### src/rtl/ospi_master_ctrl.sv
// Octal-SPI (x8 SDR) master sequencer.
//
// One transaction = CMD slot, WIDTH/8 ADDR slots, optional DUMMY slots (reads
// only), len+1 DATA slots, then a single DONE cycle with CS released.
// Every slot is two clk cycles: OSPI_CLK low in cycle 1, high in cycle 2.
// OSPI_DQ_O is reloaded only on the edge that starts a slot.
//
// Write data handshake: the byte on wdata is latched on the edge that starts
// each write DATA slot, and wdata_req is high during that slot's first cycle.
// The host should present the next byte before the next slot starts, i.e.
// advance wdata in response to wdata_req (first byte ready at start).
//
// Read data: OSPI_DQ_I is sampled on the edge that ends cycle 2 of each read
// DATA slot; rdata/rdata_valid present it during the following cycle.
//
//   state | meaning
//   ------+-------------------------------------------------------
//   IDLE  | CS high, ready=1, waiting for start
//   CMD   | one slot driving the command byte
//   ADDR  | WIDTH/8 slots driving the address, MSB byte first
//   DUMMY | dummy slots for reads, bus released
//   DATA  | len+1 slots, write drives wdata / read samples DQ_I
//   DONE  | one cycle, CS high, done pulse
module ospi_master_ctrl #(
  parameter int WIDTH = 8
) (
  input  logic             clk,
  input  logic             reset,
  input  logic             start,
  output logic             ready,
  input  logic             rw,
  input  logic [7:0]       cmd,
  input  logic [WIDTH-1:0] addr,
  input  logic [3:0]       dummy,
  input  logic [7:0]       len,
  input  logic [7:0]       wdata,
  output logic             wdata_req,
  output logic [7:0]       rdata,
  output logic             rdata_valid,
  output logic             done,
  output logic             OSPI_CLK,
  output logic             OSPI_CS,
  output logic [7:0]       OSPI_DQ_O,
  output logic             OSPI_DQ_OE,
  input  logic [7:0]       OSPI_DQ_I
);

  localparam int NAB = WIDTH / 8;

  typedef enum logic [2:0] {
    IDLE  = 3'd0,
    CMD   = 3'd1,
    ADDR  = 3'd2,
    DUMMY = 3'd3,
    DATA  = 3'd4,
    DONE  = 3'd5
  } state_t;

  state_t           state_q, state_d;
  logic             phase_q, phase_d;
  // Slots left in the current state minus one; 9 bits covers 256 data slots.
  logic [8:0]       cnt_q, cnt_d;
  logic             rw_q, rw_d;
  logic [WIDTH-1:0] addr_q, addr_d;
  logic [3:0]       dummy_q, dummy_d;
  logic [7:0]       len_q, len_d;
  logic [7:0]       dq_q, dq_d;
  logic [7:0]       rdata_q, rdata_d;
  logic             rv_q, rv_d;
  logic             wreq_q, wreq_d;
  logic             enter_data;
  logic             busy;

  // State and datapath registers with synchronous reset.
  always_ff @(posedge clk) begin
    if (reset) begin
      state_q <= IDLE;
      phase_q <= 1'b0;
      cnt_q   <= '0;
      rw_q    <= 1'b0;
      addr_q  <= '0;
      dummy_q <= '0;
      len_q   <= '0;
      dq_q    <= '0;
      rdata_q <= '0;
      rv_q    <= 1'b0;
      wreq_q  <= 1'b0;
    end else begin
      state_q <= state_d;
      phase_q <= phase_d;
      cnt_q   <= cnt_d;
      rw_q    <= rw_d;
      addr_q  <= addr_d;
      dummy_q <= dummy_d;
      len_q   <= len_d;
      dq_q    <= dq_d;
      rdata_q <= rdata_d;
      rv_q    <= rv_d;
      wreq_q  <= wreq_d;
    end
  end

  // Next-state logic: slot sequencing, byte loading and read sampling.
  always_comb begin
    state_d    = state_q;
    phase_d    = phase_q;
    cnt_d      = cnt_q;
    rw_d       = rw_q;
    addr_d     = addr_q;
    dummy_d    = dummy_q;
    len_d      = len_q;
    dq_d       = dq_q;
    rdata_d    = rdata_q;
    rv_d       = 1'b0;
    wreq_d     = 1'b0;
    enter_data = 1'b0;

    case (state_q)
      IDLE: begin
        if (start) begin
          rw_d    = rw;
          addr_d  = addr;
          dummy_d = dummy;
          len_d   = len;
          dq_d    = cmd;
          cnt_d   = '0;
          phase_d = 1'b0;
          state_d = CMD;
        end
      end
      CMD, ADDR, DUMMY, DATA: begin
        if (!phase_q) begin
          phase_d = 1'b1;
        end else begin
          phase_d = 1'b0;
          if (state_q == DATA && rw_q) begin
            rdata_d = OSPI_DQ_I;
            rv_d    = 1'b1;
          end
          if (cnt_q != 9'd0) begin
            cnt_d = cnt_q - 9'd1;
            if (state_q == ADDR) begin
              dq_d   = addr_q[WIDTH-1 -: 8];
              addr_d = addr_q << 8;
            end else if (state_q == DATA && !rw_q) begin
              dq_d   = wdata;
              wreq_d = 1'b1;
            end
          end else begin
            case (state_q)
              CMD: begin
                state_d = ADDR;
                cnt_d   = 9'(NAB - 1);
                dq_d    = addr_q[WIDTH-1 -: 8];
                addr_d  = addr_q << 8;
              end
              ADDR: begin
                if (rw_q && dummy_q != 4'd0) begin
                  state_d = DUMMY;
                  cnt_d   = {5'd0, dummy_q} - 9'd1;
                end else begin
                  enter_data = 1'b1;
                end
              end
              DUMMY:   enter_data = 1'b1;
              default: state_d = DONE;
            endcase
          end
        end
      end
      DONE:    state_d = IDLE;
      default: state_d = IDLE;
    endcase

    if (enter_data) begin
      state_d = DATA;
      cnt_d   = {1'b0, len_q};
      if (!rw_q) begin
        dq_d   = wdata;
        wreq_d = 1'b1;
      end
    end
  end

  assign busy        = (state_q == CMD) || (state_q == ADDR) ||
                       (state_q == DUMMY) || (state_q == DATA);
  assign ready       = (state_q == IDLE);
  assign done        = (state_q == DONE);
  assign OSPI_CS     = ~busy;
  assign OSPI_CLK    = busy & phase_q;
  assign OSPI_DQ_OE  = (state_q == CMD) || (state_q == ADDR) ||
                       (state_q == DATA && !rw_q);
  assign OSPI_DQ_O   = dq_q;
  assign rdata       = rdata_q;
  assign rdata_valid = rv_q;
  assign wdata_req   = wreq_q;

endmodule

### config.mk
export PLATFORM = sky130hd
export DESIGN_NAME = ospi_master_ctrl
export DESIGN_NICKNAME = d
export VERILOG_FILES = /design/src/rtl/ospi_master_ctrl.sv
export SDC_FILE = /design/constraint.sdc
export NUM_CORES = 1
export LEC_CHECK = 0
export BUFFER_PORTS_ARGS = -buffer_cell sky130_fd_sc_hd__buf_2
export CAP_MARGIN = 20
export CORE_MARGIN = 8
export CORE_UTILIZATION = 53
export CTS_CLUSTER_DIAMETER = 40
export DETAILED_ROUTE_END_ITERATION = 7
export PLACE_DENSITY = 0.8
export SYNTH_ARGS = -nofsm -noshare
export SYNTH_HDL_FRONTEND = slang
export SYNTH_SLANG_ARGS = --single-unit
export TNS_END_PERCENT = 10
### constraint.sdc
create_clock -name clk -period 2.7 [get_ports clk]
set_input_delay 0.135 -clock clk [delete_from_list [all_inputs] [get_ports clk]]
set_output_delay 0.135 -clock clk [all_outputs]
set_load 0.03 [all_outputs]
---- Yosys cells after proc, flatten, opt, wreduce, memory -nomap -nowiden ----
Cells that the tools add are included.
word-level totals
  bits in registers ....................... 52
  input port bits ......................... 48
  word-level logic and storage cells ...... 109
  output and inout port bits .............. 23
cells by class
  bitwise operators ....................... 4
  equal/unequal tests ..................... 21
  muxes and demuxes ....................... 45
  reduce and logical (&&, ||, !) cells .... 24
  $add $sub $neg .......................... 2
operators with widths
  operator                                                                count
  8-bit 2-to-1 mux                                                        14
  9-bit 2-to-1 mux                                                        4
  9-bit case mux with 2 select lines                                      2
  8-bit case mux with 2 select lines                                      2
  5-bit AND reduction                                                     5
  3-bit != test (second input constant)                                   6
  3-bit 2-to-1 mux                                                        5
  1-bit 2-to-1 mux                                                        14
  4-bit != test (second input constant)                                   3
  5-bit != test (second input constant)                                   2
  3-bit case mux with 3 select lines                                      1
  9-bit nonzero test                                                      1
  9-bit by 1-bit subtractor with 9-bit output (second input constant)     1
  2-bit != test (second input constant)                                   4
  3-bit by 2-bit equality test with 1-bit output (second input constant)  2
  3-bit equality test (second input constant)                             2
  3-bit case mux with 2 select lines                                      1
  4-bit by 1-bit subtractor with 5-bit output (second input constant)     1
  1-bit logical OR                                                        4
  1-bit case mux with 2 select lines                                      2
  2-bit AND reduction                                                     2
  4-bit nonzero test                                                      1
  4-bit OR reduction                                                      1
  3-bit by 1-bit equality test with 1-bit output (second input constant)  1
  11 further kinds                                                        15

---- Logic depth before layout (Yosys ltp) ----
  word-level depth ........................ 9
  mapped depth ............................ 9
  mapped depth without buffers ............ 7

---- Worst setup path before layout ----
OpenSTA, ideal clock, no wires.
  path kind ............................... register to register
  start point ............................. reg cnt_q[0]
  end point ............................... reg addr_q[5]
  data required time ...................... 2630 ps
  setup time .............................. 70 ps
  period minus slack after synthesis ...... 2176 ps
  cell stages (with the launch flop) ...... 10
  slack ................................... 524 ps
  buffers on the path ..................... 2
  data arrival time ....................... 2106 ps
  path through ............................ dfxtp_1 inv_1 ha_1 or4b_4 buf_6 o32ai_4 a32oi_2 buf_6 or3b_1 a21oi_1
between the ends
  word-level cells in the longest chain between the ends .. 4
  elaborated cells between the ends (all ways) .. 7
  classes of those cells .................. 2 x eq/ne; 3 x mux; 2 x reduce/logical
RTL lines
  item                                line  text
  start: declaration                  62    logic [8:0] cnt_q, cnt_d;
  start signal: assignment            91    cnt_q <= cnt_d;
  9-bit nonzero test *                140   if (cnt_q != 9'd0) begin
  8-bit 2-to-1 mux                    140
  8-bit 2-to-1 mux                    132   if (!phase_q) begin
  8-bit case mux with 2 select lines  118   case (state_q)
  end signal: assignment              93    addr_q <= addr_d;
  end: declaration                    64    logic [WIDTH-1:0] addr_q, addr_d;
Every way passes the cells marked *; elsewhere a longest branch is shown, timed or not. The select of a mux whose other input is x is not followed.
A chain may end at the register's enable or synchronous reset.

---- Final worst setup path ----
  start point ............................. reg cnt_q[0]
  end point ............................... reg dq_q[7], in the netlist OSPI_DQ_O[7]
between the ends
  word-level cells in the longest chain between the ends .. 6
  elaborated cells between the ends (all ways) .. 9
  classes of those cells .................. 8 x mux; 1 x reduce/logical
RTL lines
  item                                line  text
  9-bit nonzero test *                140
  8-bit 2-to-1 mux                    140
  8-bit 2-to-1 mux                    132
  8-bit case mux with 2 select lines  118
  8-bit 2-to-1 mux                    178   if (!rw_q) begin
  8-bit 2-to-1 mux *                  175   if (enter_data) begin
  end signal: assignment              96    dq_q <= dq_d;
  end: declaration                    67    logic [7:0] dq_q, dq_d;
Every way passes the cells marked *; elsewhere a longest branch is shown, timed or not.

==> metrics <==
status completed; met2 wire length approximately 3.7 mm; cts hold-fix bufs 0; Layout fillers approximately 460; worst hold path type input port to register; routed len/inst between 15 and 20 um; Crit Path Category register to register; Ant. Diodes 0; Crit Path Max Fanout 11; Root Buffer clkbuf_8; Worst setup SP type register; DR vias/cell about 6; Slowest-stage cell, CP or4b_4; Vias about 2800; TritonCTS Buffers 5; power per cell area approximately 1100 nW/um2; worst stage delay on the critical path between 500 and 600 ps; IO buf count 70; row count 26; CTS tree yes; Synth async-reset ratio 0%; H-tree depth 2; fin. max-slew vios 0; Cell Area, Synth 2800 um2; grt total ovfl 0; largest net degree at the start of global routing 53; Mapped Cells 332; skew final around 6.8 ps; routability cong. about 0.94; placed cells between 400 and 500; Final Util 64.6%; clock latency on the worst-skew pair 320 ps; CP Data Arrival Time around 2700 ps; worst vdd ir about 0.58 mV; relative slew slack roughly 37%; Final Hold Vio Count 0; Max Cap Viol 0; half-perimeter wire length after placement around 5.8 mm; Final period util between 90% and 100%; die area between 7000 and 8000 um2; Synth Flop Type dfxtp_1; #FFs+latches synth 52; core area between 5000 and 6000 um2; initial antenna violation count 0; minimum clock period 2510 ps; Post-synth EDFFs 0; drt pass-1 iters 5; overall power ~3.7 mW; die span in x ~90 um; RSZ-0062 raised after global routing no; synth top area cells dfxtp_1 37%, a21oi_1 5.7%, nand2_1 5.2%; final setup TNS 0 ps; clk slew on worst S/H paths around 100 ps; fin nets ~450; CP cell instances inv_1 > ha_1 > or4b_4 > a2111o_1 > nor2_1 > buf_4 > a221oi_1 > a211oi_1; met3 wire length roughly 840 um; fmax ~0.4 GHz; DRC Markers 0; Syn Area/Cell approximately 8.4 um2; area leader, netlist dfxtp_1; vias in the first global route 2698; P_leak 1.35 nW; YS warnings 0; 1st-iter DRT viols approximately 260; starting density of the core roughly 55%; layout cells sized above 1 28.2%; synth unique cells 56; hold slack roughly 46 ps; final antenna-violating net count 0; top sig layer met4; non-filler cells in the finished layout 467; Yosys top cell area share 37.1%; Slew @ Worst Pin between 900 and 1000 ps; first-pass GRT wire length ~13 mm; sequential area share after synthesis approximately 37%; wl on met1 roughly 3.4 mm; # setup viols final 0; Layout area overhead 17.6%; maximum clock insertion buffer count 2; Tot GR Track Use between 20% and 30%; clk sinks 52; IO Count just over 70; Crit. End Element register; syn nets around 380; Worst EP required between 2000 and 3000 ps; final WL 8.02 mm; Die Ht 88.7 um
## final cells by class
cell class                 count  area (um2)  share of cell area, %
multi-input combinational    248        1620                   49.1
sequential                    52        1040                   31.6
timing repair buffer          81         433                   13.1
tap                           70        87.6                   2.66
clock buffer                   6        72.6                   2.20
inverter                       8        30.0                  0.911
clock inverter                 2        13.8                  0.417
## cells in the mapped netlist (all sizes together) (2+ instances only)
library cell  number
a211oi            11
o211ai             3
a221oi             8
inv                8
nor4b              2
buf                8
nor3               8
clkbuf            16
a21oi             32
nand4              2
mux2i             10
o21a              10
o2bb2ai            2
nand2b             3
and2               3
nor2b              2
o21ai             12
or3b              10
a31o               2
o221ai             8
mux2               2
a31oi              3
a2111oi            3
nand3              6
nor4               3
dfxtp             52
nor3b              4
a22oi              3
xnor2              4
nor2              33
ha                 4
nand2             40
## layout by cell type (no fill, tap or decap), types with 4 or more instances in the layout
cell type	n
nand3_1	6
nand2_1	39
inv_1	8
o21ai_0	11
or3b_2	8
clkbuf_8	5
xnor2_1	4
a221oi_1	8
o221ai_1	8
o21a_1	10
nor3_1	7
mux2i_1	10
a21oi_1	32
a211oi_1	11
buf_4	11
dfxtp_1	52
ha_1	4
buf_2	70
nor2_1	31
## cell families after synthesis
| logic type | after synthesis | share of synthesized area (%) |
|---|---|---|
| AND/OR/NAND/NOR | 119 | 21.6 |
| AO/OA/AOI/OAI | 108 | 28.4 |
| flip-flops | 52 | 37.1 |
| buffers and inverters | 32 | 5.22 |
| multiplexers | 12 | 4.37 |
| XOR/XNOR | 5 | 1.56 |
| adder cells (fa/ha/maj) | 4 | 1.78 |
## flip-flops by register name (all words and copies together), names as in the netlist, 3 cells and up
| register | flops |
|---|---|
| cnt_q | 9 |
| rdata | 8 |
| OSPI_DQ_O | 8 |
| state_q | 3 |
| len_q | 8 |
| addr_q | 8 |
| dummy_q | 4 |
## layer usage
layer,global-route usage (%),vias up
li1,-,1349
met1,27.0,1318
met2,32.5,129
met3,8.08,12
met4,6.76,0
met5,0,-
## worst max-delay path: cells and delay by family, from the launching register on
kind / cells / cell delay [ps]
and+or+nand+nor: 2 / 710
buffers and inverters: 2 / 300
DFF: 1 / 340
AOI/OAI and AO/OA: 3 / 900
adders and majority gates: 1 / 180
## final timing paths
path / from / to / slack, ps / cells after the start
setup reg to reg: cnt_q[0]$_SDFFE_PP0P_ / OSPI_DQ_O[7]$_SDFF_PP0_ / 190 / 8
hold reg to reg: addr_q[5]$_SDFFE_PP0P_ / addr_q[5]$_SDFFE_PP0P_ / 460 / 2
setup / recovery: cnt_q[0]$_SDFFE_PP0P_ / OSPI_DQ_O[7]$_SDFF_PP0_ / 190 / 8
hold / removal: OSPI_DQ_I[2] / rdata[2]$_SDFFE_PP0P_ / 50 / 3
## where the power goes
group | switching (mW) | total, mW | internal [mW]
Sequential | 0.190 | 1.12 | 0.934
Clock | 0.284 | 0.470 | 0.186
Combinational | 1.35 | 2.15 | 0.803
Total | 1.82 | 3.75 | 1.92
## what timing repair did
action | CTS | global route
buffers inserted | 0 | 0
endpoints found under the setup margin | 0 | 1
resized for setup | 0 | 1
endpoints found under the hold margin | 0 | 0
## stage by stage
| stage | area (um2) | setup slack, ps |
|---|---|---|
| after global placement | 3210 | 344 |
| after floorplan | 2800 | 524 |
| after CTS | 3290 | 216 |
| after detailed placement | 3210 | 207 |
| final | 3300 | 189 |
| after global routing | 3300 | 9.24 |
No activity file was read; power rests on OpenSTA's default activity.
